==> src/rtl/dvi_rx_capture_ctrl.sv <==
// rtl/dvi_rx_capture_ctrl.sv - windowed DVI frame capture sequencer into capture RAM
// Registers the video once, tracks x/y position and writes the armed window of a chosen frame.
module dvi_rx_capture_ctrl #(
    parameter int CNT_W  = 12,
    parameter int ADDR_W = 16,
    parameter bit VS_POL = 1'b1
) (
    input  logic              clk_i,
    input  logic              rst_i,
    input  logic              start_i,
    input  logic              abort_i,
    input  logic [7:0]        skip_i,
    input  logic [CNT_W-1:0]  x0_i,
    input  logic [CNT_W-1:0]  y0_i,
    input  logic [CNT_W-1:0]  w_i,
    input  logic [CNT_W-1:0]  h_i,
    input  logic              de_i,
    input  logic              vsync_i,
    input  logic [7:0]        r_i,
    input  logic [7:0]        g_i,
    input  logic [7:0]        b_i,
    output logic              wr_en_o,
    output logic [ADDR_W-1:0] wr_addr_o,
    output logic [23:0]       wr_data_o,
    output logic              busy_o,
    output logic              done_o,
    output logic              err_o
);

    localparam int PROD_W = 2 * CNT_W;
    localparam int CMP_W  = (PROD_W > ADDR_W + 1) ? PROD_W : ADDR_W + 1;
    localparam logic [CMP_W-1:0] MAX_PIX = CMP_W'(1) << ADDR_W;
    localparam logic VS_IDLE = ~VS_POL;

    typedef enum logic [1:0] {
        ST_IDLE,
        ST_SYNC,
        ST_CAPT,
        ST_DONE
    } state_t;

    state_t state;
    state_t state_nx;

    logic              de_s1;
    logic              de_s2;
    logic              vs_s1;
    logic              vs_s2;
    logic [23:0]       pix_s1;
    logic [CNT_W-1:0]  x_cnt;
    logic [CNT_W-1:0]  y_cnt;
    logic [CNT_W-1:0]  cfg_x0;
    logic [CNT_W-1:0]  cfg_y0;
    logic [CNT_W-1:0]  cfg_w;
    logic [CNT_W-1:0]  cfg_h;
    logic [7:0]        skip_cnt;
    logic [ADDR_W-1:0] last_addr;
    logic [ADDR_W-1:0] addr;

    logic              fs;
    logic              de_fall;
    logic              hit;
    logic [CNT_W:0]    x_end;
    logic [CNT_W:0]    y_end;
    logic [PROD_W-1:0] req_prod;
    logic              cfg_bad;

    logic              accept;
    logic              reject;
    logic              wr_fire;
    logic              overrun;

    assign fs      = (vs_s1 == VS_POL) && (vs_s2 != VS_POL);
    assign de_fall = de_s2 && !de_s1;

    // Window ends are one bit wider so x0+w never wraps back into range.
    assign x_end = {1'b0, cfg_x0} + {1'b0, cfg_w};
    assign y_end = {1'b0, cfg_y0} + {1'b0, cfg_h};
    assign hit   = de_s1
                && (x_cnt >= cfg_x0) && ({1'b0, x_cnt} < x_end)
                && (y_cnt >= cfg_y0) && ({1'b0, y_cnt} < y_end);

    assign req_prod = PROD_W'(w_i) * PROD_W'(h_i);
    assign cfg_bad  = (w_i == '0) || (h_i == '0) || (CMP_W'(req_prod) > MAX_PIX);

    assign busy_o = (state == ST_SYNC) || (state == ST_CAPT);
    assign done_o = (state == ST_DONE);

    always_ff @(posedge clk_i or posedge rst_i) begin
        if (rst_i) begin
            de_s1  <= 1'b0;
            de_s2  <= 1'b0;
            vs_s1  <= VS_IDLE;
            vs_s2  <= VS_IDLE;
            pix_s1 <= '0;
            x_cnt  <= '0;
            y_cnt  <= '0;
        end else begin
            de_s1  <= de_i;
            de_s2  <= de_s1;
            vs_s1  <= vsync_i;
            vs_s2  <= vs_s1;
            pix_s1 <= {r_i, g_i, b_i};
            x_cnt  <= de_s1 ? x_cnt + CNT_W'(1) : '0;
            if (fs) begin
                y_cnt <= '0;
            end else if (de_fall) begin
                y_cnt <= y_cnt + CNT_W'(1);
            end
        end
    end

    always_comb begin
        state_nx = state;
        accept   = 1'b0;
        reject   = 1'b0;
        wr_fire  = 1'b0;
        overrun  = 1'b0;
        case (state)
            ST_IDLE: begin
                if (start_i) begin
                    if (cfg_bad) begin
                        reject = 1'b1;
                    end else begin
                        accept   = 1'b1;
                        state_nx = ST_SYNC;
                    end
                end
            end
            ST_SYNC: begin
                if (fs && (skip_cnt == 8'd0)) begin
                    state_nx = ST_CAPT;
                end
            end
            ST_CAPT: begin
                // A new frame starting before the window is complete means it never fit.
                if (fs) begin
                    overrun  = 1'b1;
                    state_nx = ST_IDLE;
                end else if (hit) begin
                    wr_fire = 1'b1;
                    if (addr == last_addr) begin
                        state_nx = ST_DONE;
                    end
                end
            end
            ST_DONE: begin
                state_nx = ST_IDLE;
            end
            default: begin
                state_nx = ST_IDLE;
            end
        endcase
        if (abort_i) begin
            state_nx = ST_IDLE;
            accept   = 1'b0;
            reject   = 1'b0;
            wr_fire  = 1'b0;
            overrun  = 1'b0;
        end
    end

    always_ff @(posedge clk_i or posedge rst_i) begin
        if (rst_i) begin
            state     <= ST_IDLE;
            cfg_x0    <= '0;
            cfg_y0    <= '0;
            cfg_w     <= '0;
            cfg_h     <= '0;
            skip_cnt  <= '0;
            last_addr <= '0;
            addr      <= '0;
            wr_en_o   <= 1'b0;
            wr_addr_o <= '0;
            wr_data_o <= '0;
            err_o     <= 1'b0;
        end else begin
            state   <= state_nx;
            wr_en_o <= wr_fire;
            err_o   <= reject | overrun;
            if (accept) begin
                cfg_x0    <= x0_i;
                cfg_y0    <= y0_i;
                cfg_w     <= w_i;
                cfg_h     <= h_i;
                skip_cnt  <= skip_i;
                last_addr <= ADDR_W'(req_prod - PROD_W'(1));
            end
            if (state == ST_SYNC) begin
                addr <= '0;
                if (fs && (skip_cnt != 8'd0)) begin
                    skip_cnt <= skip_cnt - 8'd1;
                end
            end
            if (wr_fire) begin
                wr_addr_o <= addr;
                wr_data_o <= pix_s1;
                addr      <= addr + ADDR_W'(1);
            end
        end
    end

endmodule

==> config.mk <==
export PLATFORM = sky130hd
export DESIGN_NAME = dvi_rx_capture_ctrl
export DESIGN_NICKNAME = d
export VERILOG_FILES = /design/src/rtl/dvi_rx_capture_ctrl.sv
export SDC_FILE = /design/constraint.sdc
export NUM_CORES = 1
export LEC_CHECK = 0
export CORE_AREA = 2 2 311 190
export CTS_BUF_LIST = sky130_fd_sc_hd__clkbuf_4
export DETAILED_ROUTE_END_ITERATION = 8
export DIE_AREA = 0 0 313 192
export GPL_ROUTABILITY_DRIVEN = 0
export HOLD_SLACK_MARGIN = 0.08
export MAX_ROUTING_LAYER = met4
export PLACE_DENSITY = 0.45
export SYNTH_ARGS = -nofsm -noshare
export SYNTH_HDL_FRONTEND = slang
export SYNTH_SLANG_ARGS = --single-unit
==> constraint.sdc <==
create_clock -name clk_i -period 17.4 [get_ports clk_i]
set_clock_uncertainty 0.1 [all_clocks]
set_input_delay 1.74 -clock clk_i [delete_from_list [all_inputs] [get_ports clk_i]]
set_output_delay 1.74 -clock clk_i [all_outputs]
set_load 0.005 [all_outputs]
Word-level counts from Yosys, hierarchy flattened
Index checks and enable logic that the tools add are counted.
{"block": "word_totals", "ff_bits": 184, "latch_bits": 0, "mem_bits_rw": 0, "romBits": 0, "inputBits": 86, "out_inout_bits": 44, "memories": 0}
{"block": "classes", "add_sub_neg": 7, "mul": 1, "n_div": 0, "order_cmp": 5, "eq_ne": 9, "n_shift": 0, "n_mux": 31, "bitwise": 2, "reduce_logical": 20}
{"operator": "2-to-1 mux 12 bit", "n": 3}
{"operator": "2-to-1 mux 16 bit", "n": 2}
{"operator": "adder 12 x 12 -> 13 bit", "n": 2}
{"operator": "< comparator 12 x 13 -> 1 bit", "n": 2}
{"operator": "adder 12 x 1 -> 12 bit, second input constant", "n": 2}
{"operator": "greater-or-equal comparator 12 bit", "n": 2}
{"operator": "> comparator 24 x 17 -> 1 bit, second input constant", "n": 1}
{"operator": "zero test 12 bit", "n": 2}
{"operator": "multiplier 12 x 12 -> 24 bit", "n": 1}
{"operator": "2-to-1 mux 8 bit", "n": 3}
{"operator": "adder 16 x 1 -> 16 bit, second input constant", "n": 1}
{"operator": "== test 16 bit", "n": 1}
{"operator": "subtractor 16 x 1 -> 16 bit, second input constant", "n": 1}
{"operator": "2-to-1 mux 1 bit", "n": 15}
{"operator": "2-to-1 mux 2 bit", "n": 7}
{"operator": "logical AND 1 bit", "n": 8}
{"operator": "zero test 8 bit", "n": 1}
{"operator": "one-hot mux 2 bit (4 select lines)", "n": 1}
{"operator": "nonzero test 8 bit", "n": 1}
{"operator": "subtractor 8 x 1 -> 8 bit, second input constant", "n": 1}
{"operator": "inequality test 3 bit, second input constant", "n": 2}
{"operator": "AND reduction 5 bit", "n": 1}
{"operator": "== test 2 bit, second input constant", "n": 2}
{"operator": "inequality test 4 x 3 -> 1 bit, second input constant", "n": 1}
{"operator": "other kinds (9)", "n": 12}

Logic depth before layout (Yosys ltp)
{"block": "logic_depth", "word_depth": 10, "depth_mapped": 26, "ltp_nobuf": 22}

Least setup slack after synthesis
Ideal clock, no wire load.
{"block": "synth_timing", "path_type": "input port to flip-flop", "start": "input h_i[11]", "end": "register cfg_h[0]", "t_arrival_ns": 7.749, "slack_ns": 9.426, "stages": 21, "path_buffers": 3, "cell_sequence": "clkbuf_1 nand2_1 fa_1 fa_1 inv_1 fa_1 fa_1 inv_1 fa_1 inv_1 ha_1 buf_6 or4_4 a2111oi_4 a31o_4 o211ai_4 o41ai_2 nand4_1 nor3_4 buf_6 mux2_2"}
{"block": "synth_between", "elab_chain_len": 7, "elab_cells_between_ends": 9, "cone_classes": "mul (1); order compare (1); mux (4); reduce/logical (3)"}
{"item": "start: declaration", "line": "16", "text": "input logic [CNT_W-1:0] h_i,"}
{"item": "multiplier 12 x 12 -> 24 bit / zero test 12 bit (equally long branches)", "line": "83, 84"}
{"item": "> comparator 24 x 17 -> 1 bit / logical OR 1 bit (equally long branches)", "line": "84", "text": "assign cfg_bad = (w_i == '0) || (h_i == '0) || (CMP_W'(req_prod) > MAX_PIX);"}
{"item": "logical OR 1 bit *", "line": "84"}
{"item": "2-to-1 mux 1 bit *", "line": "122", "text": "if (cfg_bad) begin"}
{"item": "2-to-1 mux 1 bit *", "line": "121", "text": "if (start_i) begin"}
{"item": "2-to-1 mux 1 bit *", "line": "119", "text": "case (state)"}
{"item": "2-to-1 mux 1 bit *", "line": "154", "text": "if (abort_i) begin"}
{"item": "end signal: assignment", "line": "185", "text": "cfg_h <= h_i;"}
{"item": "end: declaration", "line": "55", "text": "logic [CNT_W-1:0] cfg_h;"}
Mark *: on every way between the ends. The rest lies on a longest branch, timed or not.
A chain may end at the register's enable or synchronous reset.

Final worst setup path
{"block": "layout_timing", "start": "input w_i[1]", "end": "register cfg_w[2]"}
{"block": "layout_between", "elab_chain_len": 7, "elab_cells_between_ends": 9, "cone_classes": "mul (1); order compare (1); mux (4); reduce/logical (3)"}
{"item": "start: declaration", "line": "15", "text": "input logic [CNT_W-1:0] w_i,"}
{"item": "multiplier 12 x 12 -> 24 bit / zero test 12 bit (equally long branches)", "line": "83, 84"}
{"item": "> comparator 24 x 17 -> 1 bit / logical OR 1 bit (equally long branches)", "line": "84"}
{"item": "logical OR 1 bit *", "line": "84"}
{"item": "2-to-1 mux 1 bit *", "line": "122"}
{"item": "2-to-1 mux 1 bit *", "line": "121"}
{"item": "2-to-1 mux 1 bit *", "line": "119"}
{"item": "2-to-1 mux 1 bit *", "line": "154"}
{"item": "end signal: assignment", "line": "184", "text": "cfg_w <= w_i;"}
{"item": "end: declaration", "line": "54", "text": "logic [CNT_W-1:0] cfg_w;"}
Marks and branches as above.

==> impl_results.md <==
- Worst slack, placed: ~7.6 ns
- Die Ht: 192 um
- Clk slew on worst S/H paths: 0.20 ns
- Clk pwr share: 9.9%
- Startpoint class of the critical path: primary input
- Total Neg Setup Slack: 0 ns
- CTS Hold Buffers Added: 0
- Final setup violation count: 0
- Number of synthesized flops with an enable pin: 0
- Routed Antenna Nets: 0
- Unrepaired setup endpoints after global routing: no
- Max_cap viols: 0
- Worst-margin pin slew: 0.979 ns
- First-iteration detailed-routing DRC count: 640
- Post-route cell area: 0.0171 mm^2
- Ys flop type: dfrtp_1
- CTS tree: done
- CP endpoint kind: flop
- Slew HR: roughly a third
- Worst EP arrival: 9.59 ns
- Nets: 1924
- H-tree depth: 4
- Maximum fanout along the worst path: 85
- Root Driver: clkbuf_4
- Clock sink count: 184
- Filler cells: 5910
- Initial Utilization: 25.9%
- Number of global-route vias before repair: 10800
- Clock latency on the worst-skew pair: 0.65 ns
- Initial antenna violation count: 2
- Avg Vias per Cell: about 4.5
- Die W: 313 um
- Final std cells w/o fill: approximately 2400
- Net Sw Power: 1.32 mW
- All-Layer GR Usage: a little over an eighth
- Share of power burned in registers: 21.1%
- First-pass DRT Iterations: 5
- Post-Synthesis Cells: ~1500
- Cts bufs inserted: 17
- Power Density: 157 mW/mm^2
- Final count of pins violating max slew: 0
- Pint: 1.36 mW
- Core area: 0.0571 mm^2
- Critical path's largest stage delay: 0.89 ns
- VDD IR max: 0.0905 mV
- Mapped Area: 0.0148 mm^2
- Total Routed Length: 37700 um
- Status: finished, final reports clean
- Fmax: 0.109 GHz
- Grt ovf: 0
- Sequential area share after synthesis: a little under a third
- Die footprint: around 0.06 mm^2
- Synth unique cells: 68
- Inst Count DP: 2344
- Largest net degree at the start of global routing: around 120
- CTS Buffer Depth: 2
- P&R area growth vs syn: 16.0%
- Std cell rows: 68
- First-pass GRT wire length: 61900 um
- Setup Fix Bufs, Post-CTS: 0
- Slowest-stage cell, CP: clkdlybuf4s50_1
- Sequence of cells on the critical path: clkdlybuf4s50_1 -> nand2_1 -> fa_1 -> fa_1 -> inv_1 -> fa_1 -> fa_1 -> inv_1 -> fa_1 -> inv_1 -> ha_1 -> or4_4 -> a2111oi_4 -> a31o_4 -> o211ai_4 -> o41ai_2 -> nand4_1 -> nor3_4 -> buf_4 -> mux2_2
- CP required: 17.83 ns
- Ys async rst share: 100%
- Yosys warns: 0
- Share of cells above drive strength 1: 8.09%
- Average instance area after synthesis: 9.87 um^2
- Fin worst setup slack: 8.24 ns
- Logic pwr share: 69.0%
- Via count: roughly 11000
- Sw Share: around 49%
- WL/cell: about 16 um
- Crit path top cell by count: fa_1
- Drc violations: 0
- I/O Pins: 130
- Fin Hold WS: roughly 0.31 ns
- Period utilization: between 50% and 60%
- Number of I/O port buffers: 129
- Post-cts sizing count: 0
- Multi-input combinational cell area: 0.00928 mm^2
- Final Critical Period: 9.16 ns
- CP Class: primary input to flop
- Placed wire-length estimate: ~29000 um
- Worst Hold Class: flop to flop
- Leakage: 8.31 nW
- Register bit total from synthesis: 184
- Final hold violation count: 0
- Sequential cell area: 0.00460 mm^2
- Post-Syn Nets: 1827
- Placed cell areas: 0.0168 mm^2
==> worst max-delay path, delay by kind of cell <==
kind	cells	cell delay (ns)
AO/OA/AOI/OAI	4	1.00
AND/OR/NAND/NOR	4	1.34
adder cells (fa/ha/maj)	6	3.16
multiplexers	1	0.41
buffers and inverters	5	1.83
==> cells in the mapped netlist (all sizes together) (3+ instances only) <==
| master | count | area share, % |
|---|---|---|
| mux2i | 4 | 0.27 |
| nor3b | 4 | 0.20 |
| nor2b | 21 | 0.89 |
| xnor2 | 44 | 2.6 |
| xor2 | 37 | 2.2 |
| o31a | 3 | 0.18 |
| o221a | 4 | 0.31 |
| nor3 | 20 | 0.75 |
| a21boi | 4 | 0.20 |
| a211o | 4 | 0.24 |
| a21o | 17 | 0.86 |
| fa | 102 | 14 |
| buf | 13 | 0.78 |
| o211ai | 9 | 0.55 |
| a22o | 3 | 0.18 |
| dfrtp | 184 | 31 |
| o21ai | 78 | 2.6 |
| a21oi | 46 | 1.6 |
| o2111ai | 4 | 0.24 |
| nor4 | 10 | 0.42 |
| a211oi | 11 | 0.56 |
| a2111oi | 3 | 0.31 |
| clkbuf | 44 | 1.1 |
| and3 | 23 | 0.97 |
| nand2b | 13 | 0.60 |
| o21a | 10 | 0.51 |
| nor2 | 63 | 1.6 |
| and2 | 58 | 2.5 |
| and4 | 5 | 0.30 |
| or3 | 13 | 0.55 |
| mux2 | 82 | 6.3 |
| ha | 143 | 12 |
| o21bai | 5 | 0.25 |
| nand3 | 29 | 0.98 |
| nand4 | 16 | 0.72 |
| o211a | 5 | 0.34 |
| inv | 162 | 4.1 |
| nand2 | 170 | 4.3 |
| a31oi | 5 | 0.21 |
==> layout by cell type (no fill, tap or decap), types with 8 or more instances in the layout <==
master and n:
mux2_2 74, nor2_1 63, ha_1 143, o211ai_1 8, nor2b_1 21, or3_1 13
o21ai_0 72, nand2b_1 12, a211oi_1 11, o21a_1 10, nand3_1 29, nand4_1 15
a21o_1 17, nor4_1 10, clkdlybuf4s50_1 129, mux2_1 8, xor2_1 37, nor3_1 19
fa_1 102, a21oi_1 46, inv_1 161, and3_1 23, xnor2_1 44, and2_1 58
dfrtp_1 184, clkbuf_4 17, nand2_1 170
==> area by class of cell <==
type	count	share of cell area, %
well taps	770	5.62
repair buffers	135	7.80
inverters	162	3.59
diodes	2	0.0292
multi-input cells	1093	54.2
clock inverters	15	1.15
clock buffers	17	0.745
flip-flops and latches	184	26.9
==> sequential cells by signal (all words and copies together), names as in the netlist, 16 cells and up <==
register	cells
addr	16
last_addr	16
pix_s1	24
wr_addr_o	16
wr_data_o	24
==> per-stage QoR <==
step / util (%) / power (mW)
5_1_grt: 30.0 / 2.98
3_5_place_dp: 29.4 / 2.43
4_1_cts: 30.0 / 2.71
6_report: 30.0 / 2.68
3_3_place_gp: 29.4 / 2.41
2_1_floorplan: - / 2.01
==> routing by layer <==
metal | part of all wire, % | wire length, um | vias up | global-route usage, %
met5 | 0 | 0 | - | -
met4 | 0.53 | 200 | 0 | 2.02
met3 | 4.2 | 1590 | 15 | 2.93
met2 | 42 | 15700 | 151 | 18.6
met1 | 54 | 20200 | 5195 | 20.0
li1 | - | - | 5230 | -
==> path summary, 6_finish.rpt <==
path	slack, ns	depth (start not counted)	end	start
setup / recovery	8.24	20	cfg_w[2]$_DFFE_PP0N_	w_i[1]
hold / removal	0.31	0	vs_s2$_DFF_PP0_	vs_s1$_DFF_PP0_
setup reg to reg	11.50	21	addr[0]$_DFFE_PP0P_	cfg_y0[1]$_DFFE_PP0N_
hold reg to reg	0.31	0	vs_s2$_DFF_PP0_	vs_s1$_DFF_PP0_
max in group asynchronous	14.14	3	pix_s1[17]$_DFF_PP0_	rst_i
min in group asynchronous	1.50	2	de_s1$_DFF_PP0_	rst_i
==> power groups by stage <==
stage	Combinational (mW)	Clock [mW]	Sequential [mW]
final	1.85	0.265	0.567
after global placement	1.84	0	0.577
after CTS	1.87	0.277	0.567
after floorplan	1.46	0	0.543
after global routing	2.10	0.298	0.578
after detailed placement	1.85	0	0.575
==> logic make-up after synthesis <==
| group | share of synthesized area (%) |
|---|---|
| multiplexers | 6.52 |
| adder cells (fa/ha/maj) | 25.9 |
| AND/OR/NAND/NOR | 15.3 |
| AO/OA/AOI/OAI | 10.3 |
| flip-flops | 31.2 |
| buffers and inverters | 6.02 |
| XOR/XNOR | 4.80 |
(Power assumes the default switching activity.)
